File: config.mk
export PLATFORM = sky130hd
export DESIGN_NAME = wlan_interleaver
export DESIGN_NICKNAME = d
export VERILOG_FILES = /design/src/rtl/intlv_pkg.sv /design/src/rtl/intlv_addr_gen.sv /design/src/rtl/wlan_interleaver.sv
export SDC_FILE = /design/constraint.sdc
export NUM_CORES = 1
export LEC_CHECK = 0
export CAP_MARGIN = 40
export CORE_MARGIN = 5
export CORE_UTILIZATION = 53
export DETAILED_ROUTE_END_ITERATION = 7
export PLACE_DENSITY = 0.77
export SLEW_MARGIN = 10
export SYNTH_ARGS = -nofsm -noshare
export SYNTH_HDL_FRONTEND = slang
export SYNTH_SLANG_ARGS = --single-unit
export TNS_END_PERCENT = 50
File: constraint.sdc
create_clock -name iClk -period 14.8 [get_ports iClk]
set_clock_uncertainty 0.15 [all_clocks]
set_input_delay 1.48 -clock iClk [delete_from_list [all_inputs] [get_ports iClk]]
set_output_delay 1.48 -clock iClk [all_outputs]
set_load 0.005 [all_outputs]
File: src/rtl/intlv_pkg.sv
// Shared definitions for the 802.11a block interleaver: RATE codes, the
// per-rate symbol geometry lookup and the counter width for one bank.
package intlv_pkg;

    localparam int NCBPS_MAX = 32'd288;
    localparam int CNT_W     = $clog2(NCBPS_MAX);

    localparam logic [3:0] RATE_6  = 4'b1101;
    localparam logic [3:0] RATE_9  = 4'b1111;
    localparam logic [3:0] RATE_12 = 4'b0101;
    localparam logic [3:0] RATE_18 = 4'b0111;
    localparam logic [3:0] RATE_24 = 4'b1001;
    localparam logic [3:0] RATE_36 = 4'b1011;
    localparam logic [3:0] RATE_48 = 4'b0001;
    localparam logic [3:0] RATE_54 = 4'b0011;

    // Symbol geometry: coded bits per symbol, NCBPS/16 and the rotation span s.
    typedef struct packed {
        logic [CNT_W-1:0] ncbps;
        logic [CNT_W-1:0] rows;
        logic [1:0]       s;
    } rate_cfg_t;

    // Maps a RATE code to its NBPSC-derived geometry; unknown codes fall back to BPSK.
    function automatic rate_cfg_t rate_decode(input logic [3:0] rate);
        rate_cfg_t  cfg;
        logic [2:0] nbpsc;
        case (rate)
            RATE_6,  RATE_9:  nbpsc = 3'd1;
            RATE_12, RATE_18: nbpsc = 3'd2;
            RATE_24, RATE_36: nbpsc = 3'd4;
            RATE_48, RATE_54: nbpsc = 3'd6;
            default:          nbpsc = 3'd1;
        endcase
        cfg.ncbps = {{(CNT_W-3){1'b0}}, nbpsc} * 9'd48;
        cfg.rows  = cfg.ncbps >> 4;
        // s = max(NBPSC/2, 1): only 16-QAM and 64-QAM exceed 1
        cfg.s     = (nbpsc > 3'd3) ? nbpsc[2:1] : 2'd1;
        return cfg;
    endfunction

endpackage

File: src/rtl/intlv_addr_gen.sv
// Incremental write-address generator for the 802.11a interleaver.
// Input bit k is tracked as (row, col) = (k/16, k%16), so the first
// permutation index is i = col*rows + row and floor(16*i/NCBPS) == col.
// rows is a multiple of s for every rate, so i mod s == row mod s and the
// second permutation reduces to a small rotation inside each s-group.
module intlv_addr_gen
    import intlv_pkg::*;
(
    input  logic             iClk,
    input  logic             iRst,
    input  logic [CNT_W-1:0] rows,
    input  logic [1:0]       s,
    input  logic             advance,
    input  logic             clear,
    output logic [CNT_W-1:0] addr
);

    logic [3:0]       col_r;
    logic [CNT_W-1:0] row_r;
    logic [CNT_W-1:0] base_r;      // col_r * rows
    logic [1:0]       row_mod_r;   // row_r mod s
    logic [1:0]       col_mod_r;   // col_r mod s
    logic [CNT_W-1:0] i_s;
    logic [2:0]       diff_s;
    logic [2:0]       rot_s;

    function automatic logic [1:0] mod_inc(input logic [1:0] v, input logic [1:0] m);
        logic [1:0] nxt;
        nxt = v + 2'd1;
        return (nxt == m) ? 2'd0 : nxt;
    endfunction

    // Permuted address from the current (row, col) position.
    always_comb begin
        i_s    = base_r + row_r;
        diff_s = {1'b0, row_mod_r} + {1'b0, s} - {1'b0, col_mod_r};
        if (diff_s >= {1'b0, s}) begin
            rot_s = diff_s - {1'b0, s};
        end else begin
            rot_s = diff_s;
        end
        addr = i_s - {{(CNT_W-2){1'b0}}, row_mod_r} + {{(CNT_W-3){1'b0}}, rot_s};
    end

    // Step (row, col) and their running products/residues once per accepted bit.
    always_ff @(posedge iClk) begin
        if (!iRst || clear) begin
            col_r     <= 4'd0;
            row_r     <= {CNT_W{1'b0}};
            base_r    <= {CNT_W{1'b0}};
            row_mod_r <= 2'd0;
            col_mod_r <= 2'd0;
        end else if (advance) begin
            if (col_r == 4'd15) begin
                col_r     <= 4'd0;
                base_r    <= {CNT_W{1'b0}};
                col_mod_r <= 2'd0;
                row_r     <= row_r + 1'b1;
                row_mod_r <= mod_inc(row_mod_r, s);
            end else begin
                col_r     <= col_r + 1'b1;
                base_r    <= base_r + rows;
                col_mod_r <= mod_inc(col_mod_r, s);
            end
        end
    end

endmodule

File: src/rtl/wlan_interleaver.sv
// 802.11a OFDM block interleaver, serial in / serial out, double-buffered.
// Bits are written to their permuted address in one bank while the other
// bank is read out sequentially, sustaining one bit per clock.
// Optional macro INTLV_SYMSTART_EN adds oSymStart (marks output bit 0).
module wlan_interleaver #(
    parameter int         NCBPS_MAX    = 32'd288,
    parameter logic [3:0] DEFAULT_RATE = 4'b1101
) (
    input  logic       iClk,
    input  logic       iRst,
    input  logic       iEN,
    input  logic       iRateEN,
    input  logic [3:0] iRate,
    input  logic       iData,
    output logic       oData,
    output logic       oValid
`ifdef INTLV_SYMSTART_EN
    ,
    output logic       oSymStart
`endif
);

    import intlv_pkg::*;

    logic [3:0]           rate_r;
    rate_cfg_t            wr_cfg_r;
    rate_cfg_t            cur_cfg_s;
    logic                 wr_bank_r;
    logic [CNT_W-1:0]     wr_cnt_r;
    logic [CNT_W-1:0]     wr_addr_s;
    logic                 wr_ok_s;
    logic                 wr_last_s;
    logic                 rd_bank_r;
    logic [CNT_W-1:0]     rd_cnt_r;
    logic                 rd_go_s;
    logic                 rd_last_s;
    logic [1:0]           full_r;
    logic [1:0]           full_set_s;
    logic [1:0]           full_clr_s;
    logic [CNT_W-1:0]     bank_len_r [2];
    logic [NCBPS_MAX-1:0] mem_r [2];

    // Geometry is sampled from the rate register only between symbols.
    always_comb begin
        cur_cfg_s  = (wr_cnt_r == {CNT_W{1'b0}}) ? rate_decode(rate_r) : wr_cfg_r;
        wr_ok_s    = iEN && !full_r[wr_bank_r];
        wr_last_s  = wr_ok_s && (wr_cnt_r == cur_cfg_s.ncbps - 1'b1);
        rd_go_s    = full_r[rd_bank_r];
        rd_last_s  = rd_go_s && (rd_cnt_r == bank_len_r[rd_bank_r] - 1'b1);
        full_set_s = wr_last_s ? (2'b01 << wr_bank_r) : 2'b00;
        full_clr_s = rd_last_s ? (2'b01 << rd_bank_r) : 2'b00;
    end

    intlv_addr_gen u_addr_gen (
        .iClk    (iClk),
        .iRst    (iRst),
        .rows    (cur_cfg_s.rows),
        .s       (cur_cfg_s.s),
        .advance (wr_ok_s),
        .clear   (wr_last_s),
        .addr    (wr_addr_s)
    );

    // RATE code register, loaded by the strobe.
    always_ff @(posedge iClk) begin
        if (!iRst) begin
            rate_r <= DEFAULT_RATE;
        end else if (iRateEN) begin
            rate_r <= iRate;
        end
    end

    // Holds the geometry of the symbol being written so a late rate change waits.
    always_ff @(posedge iClk) begin
        if (!iRst) begin
            wr_cfg_r <= rate_decode(DEFAULT_RATE);
        end else begin
            wr_cfg_r <= cur_cfg_s;
        end
    end

    // Input bit counter and write-bank select; a dropped bit does not advance.
    always_ff @(posedge iClk) begin
        if (!iRst) begin
            wr_cnt_r  <= {CNT_W{1'b0}};
            wr_bank_r <= 1'b0;
        end else if (wr_last_s) begin
            wr_cnt_r  <= {CNT_W{1'b0}};
            wr_bank_r <= ~wr_bank_r;
        end else if (wr_ok_s) begin
            wr_cnt_r  <= wr_cnt_r + 1'b1;
        end
    end

    // Bank storage: each accepted bit lands at its permuted address.
    always_ff @(posedge iClk) begin
        if (wr_ok_s) begin
            mem_r[wr_bank_r][wr_addr_s] <= iData;
        end
    end

    // Bank-full flags and the symbol length captured with each completed bank.
    always_ff @(posedge iClk) begin
        if (!iRst) begin
            full_r        <= 2'b00;
            bank_len_r[0] <= {CNT_W{1'b0}};
            bank_len_r[1] <= {CNT_W{1'b0}};
        end else begin
            full_r <= (full_r & ~full_clr_s) | full_set_s;
            if (wr_last_s) begin
                bank_len_r[wr_bank_r] <= cur_cfg_s.ncbps;
            end
        end
    end

    // Sequential readout; releasing a bank on its last bit lets the other
    // bank start on the very next edge without an idle cycle.
    always_ff @(posedge iClk) begin
        if (!iRst) begin
            oData     <= 1'b0;
            oValid    <= 1'b0;
            rd_cnt_r  <= {CNT_W{1'b0}};
            rd_bank_r <= 1'b0;
        end else if (rd_go_s) begin
            oValid <= 1'b1;
            oData  <= mem_r[rd_bank_r][rd_cnt_r];
            if (rd_last_s) begin
                rd_cnt_r  <= {CNT_W{1'b0}};
                rd_bank_r <= ~rd_bank_r;
            end else begin
                rd_cnt_r  <= rd_cnt_r + 1'b1;
            end
        end else begin
            oValid <= 1'b0;
            oData  <= 1'b0;
        end
    end

`ifdef INTLV_SYMSTART_EN
    // Flags the cycle that carries output bit 0 of a symbol.
    always_ff @(posedge iClk) begin
        if (!iRst) begin
            oSymStart <= 1'b0;
        end else begin
            oSymStart <= rd_go_s && (rd_cnt_r == {CNT_W{1'b0}});
        end
    end
`endif

endmodule

==> metrics <==
Synth Register Bits 671; Chip Width approximately 260 um; area share of the largest cell type after synthesis a little under three fifths; synthesized area 32,400 sq um; Max Cap Viol 0; drc violations 0; ant diodes 0; Post-CTS Resized 0; slowest stage delay, CP 0.62 ns; initial core utilization 53.6%; commonest cells after routing, fill and taps aside edfxtp_1 (594), nor3_1 (333), nor4_1 (258); Worst EP required 14.94 ns; Via Count 21,700; Setup TNS Final 0 ns; Slew @ Worst Pin 1.27 ns; Bufs on Longest Clock Path 3; DP HPWL 47,600 um; R2R Setup Slk 4.99 ns; Cells after Synth 2,565; drt pass-1 iters 6; worst r2r src wr_cnt_r[0]; Port Buf Inserts 9; hold path depth 2; Static Leak ~10 nW; Nets ~2,500; RSZ-0062 raised after global routing no; min-delay worst type reg2reg; Power Density 195 nW/um^2; Synth area leaders edfxtp_1 (55%), mux4_2 (7.1%), nor3_1 (5.1%); drt via density about 6.6; crit path buf inv count 10; R2R depth 32; ANT nets after route 0; share of cells above drive strength 1 11.7%; met1 wire length about 30,000 um; most common cell after layout, fill and taps aside edfxtp_1; Tmin final 9.81 ns; sequential fraction of the synthesis area 59.8%; die height 257 um; RR Endpoint mem_r[0][258]; Hold-fix buffers, CTS 0; status finished clean; Post-synth EDFFs 594; Relative slew margins 15.0%; slowest CP cell fa_1; critical path type reg2reg; crit-path leading delay family adder cells; metal3 WL 6870 um; WL/cell 23.7 um; global-route wire length before repair 121,000 um; main flop type after synthesis edfxtp_1; Area Growth Syn to Fin 8.70%; CTS sink count 671; CP endpoint kind register; root buf cell clkbuf_16; met2 WL approximately 38,000 um; HP Start wr_cfg_r[3]; hold_ws 0.322 ns; initial antenna violation count 0; CTS tree yes; Reg clk slew, reported paths around 0.060 ns; crit start category register; Final GP Congestion ~0.91; post-synthesis async set-or-reset flop share 0%; Total GRT Usage ~23%; fill cell count 4,567; Max Freq ~100 MHz; die area ~66,000 sq um; Synth area leader edfxtp_1; GRT overflow 0; vias in the first global route 21,300; Peak supply drop 0.000476 V; WP depth 32; Top Ports 11; Clock Latency Late Sink 0.61 ns; core area 60,500 sq um; largest net degree at the start of global routing roughly 270; Rows 90; Top Metal Used met4; Num CTS Buffers between 70 and 80; setup violators final 0; H-tree levels 3; Unique masters post-synth 77; Critical Path Most Common Cell inv_1; final count of hold timing violations 0; number of DRC markers in iteration 0 2,883; Period Utilization, post-route 66.3%; fin. max-slew vios 0; WL final about 78,000 um; Post-CTS Setup Bufs 0; Hold Path End wr_cfg_r[3]; syn_nets roughly 2,600; WP data arrival 9.94 ns; Yosys warning total 0; critical path fanouts, max 78; Avg Inst Size Synth 12.6 sq um
[synthesized netlist by cell type, drive strengths merged (19+ instances only)]
cell    number
a211oi      21
ha          41
inv         55
nand3       29
mux2i      112
buf         89
nor4       259
xor2        30
xnor2       44
dfxtp       77
a221oi      19
a21oi       50
nor3       334
o21ai       34
mux4       102
clkbuf     159
edfxtp     594
nand2      202
nor2       134
[area by class of cell]
type	instances	area [sq um]	share of cell area, %
clock inverter	38	260	0.739
tap	782	978	2.78
timing repair buffer	56	697	1.98
sequential	671	19400	55.0
inverter	56	210	0.597
clock buffer	91	1970	5.59
multi-input combinational	1590	11700	33.3
[per-stage QoR]
stage / util, % / setup WS, ns / instance area, sq um / cells / power (mW)
4_1_cts: 58.1 / 5.08 / 35200 / 3281 / 6.74
5_1_grt: 58.3 / 4.33 / 35200 / 3284 / 7.14
6_report: 58.3 / 4.99 / 35200 / 3284 / 6.87
2_1_floorplan: - / 7.12 / 32400 / 2565 / 4.23
3_3_place_gp: 54.0 / 5.05 / 32700 / 3140 / 4.79
3_5_place_dp: 54.4 / 5.12 / 32900 / 3152 / 5.03
[worst register-to-register path: cells and delay by family, from the launching register on]
kind	cells	cell delay (ns)
AOI/OAI and AO/OA	6	1.67
muxes	1	0.38
adders and majority gates	8	3.02
and+or+nand+nor	6	1.79
DFF	1	0.40
buffers and inverters	10	1.95
xor gates and xnor gates	1	0.16
[how the worst max path moves through the flow]
stage                           start             to
after global placement    wr_cnt_r[0]   mem_r[0][22]
after floorplan           wr_cnt_r[0]  mem_r[0][274]
final                     wr_cnt_r[0]  mem_r[0][258]
after detailed placement  wr_cnt_r[0]   mem_r[0][37]
after CTS                 wr_cnt_r[0]   mem_r[0][37]
after global routing      wr_cnt_r[0]  mem_r[0][279]
[routing by layer]
metal,up-vias,track usage (%)
li1,9731,-
met1,10700,31.5
met2,1151,37.4
met3,183,4.22
met4,0,7.81
met5,-,0
[logic make-up after synthesis]
kind of cell	count (synthesis)	synth area share [%]
XOR/XNOR	76	2.14
AND/OR/NAND/NOR	1024	16.1
flip-flops	671	59.8
adder cells (fa/ha/maj)	51	2.20
multiplexers	219	10.7
AO/OA/AOI/OAI	220	4.71
buffers and inverters	304	4.29
[where the power goes]
| group | switching (mW) | total [mW] | internal [mW] |
|---|---|---|---|
| clock | 0.726 | 1.72 | 0.993 |
| combinational | 2.55 | 3.06 | 0.509 |
| sequential | 0.0120 | 2.10 | 2.08 |
| total | 3.29 | 6.87 | 3.59 |
[registers in the layout, indices dropped and copies added (netlist names), 3 cells and up, named ones only]
signal,count
rate_r,3
u_addr_gen.row_r,9
mem_r,576
wr_cnt_r,9
u_addr_gen.base_r,9
bank_len_r,18
rd_cnt_r,9
u_addr_gen.col_r,4
wr_cfg_r,20
Power figures use the tool's default switching activity.
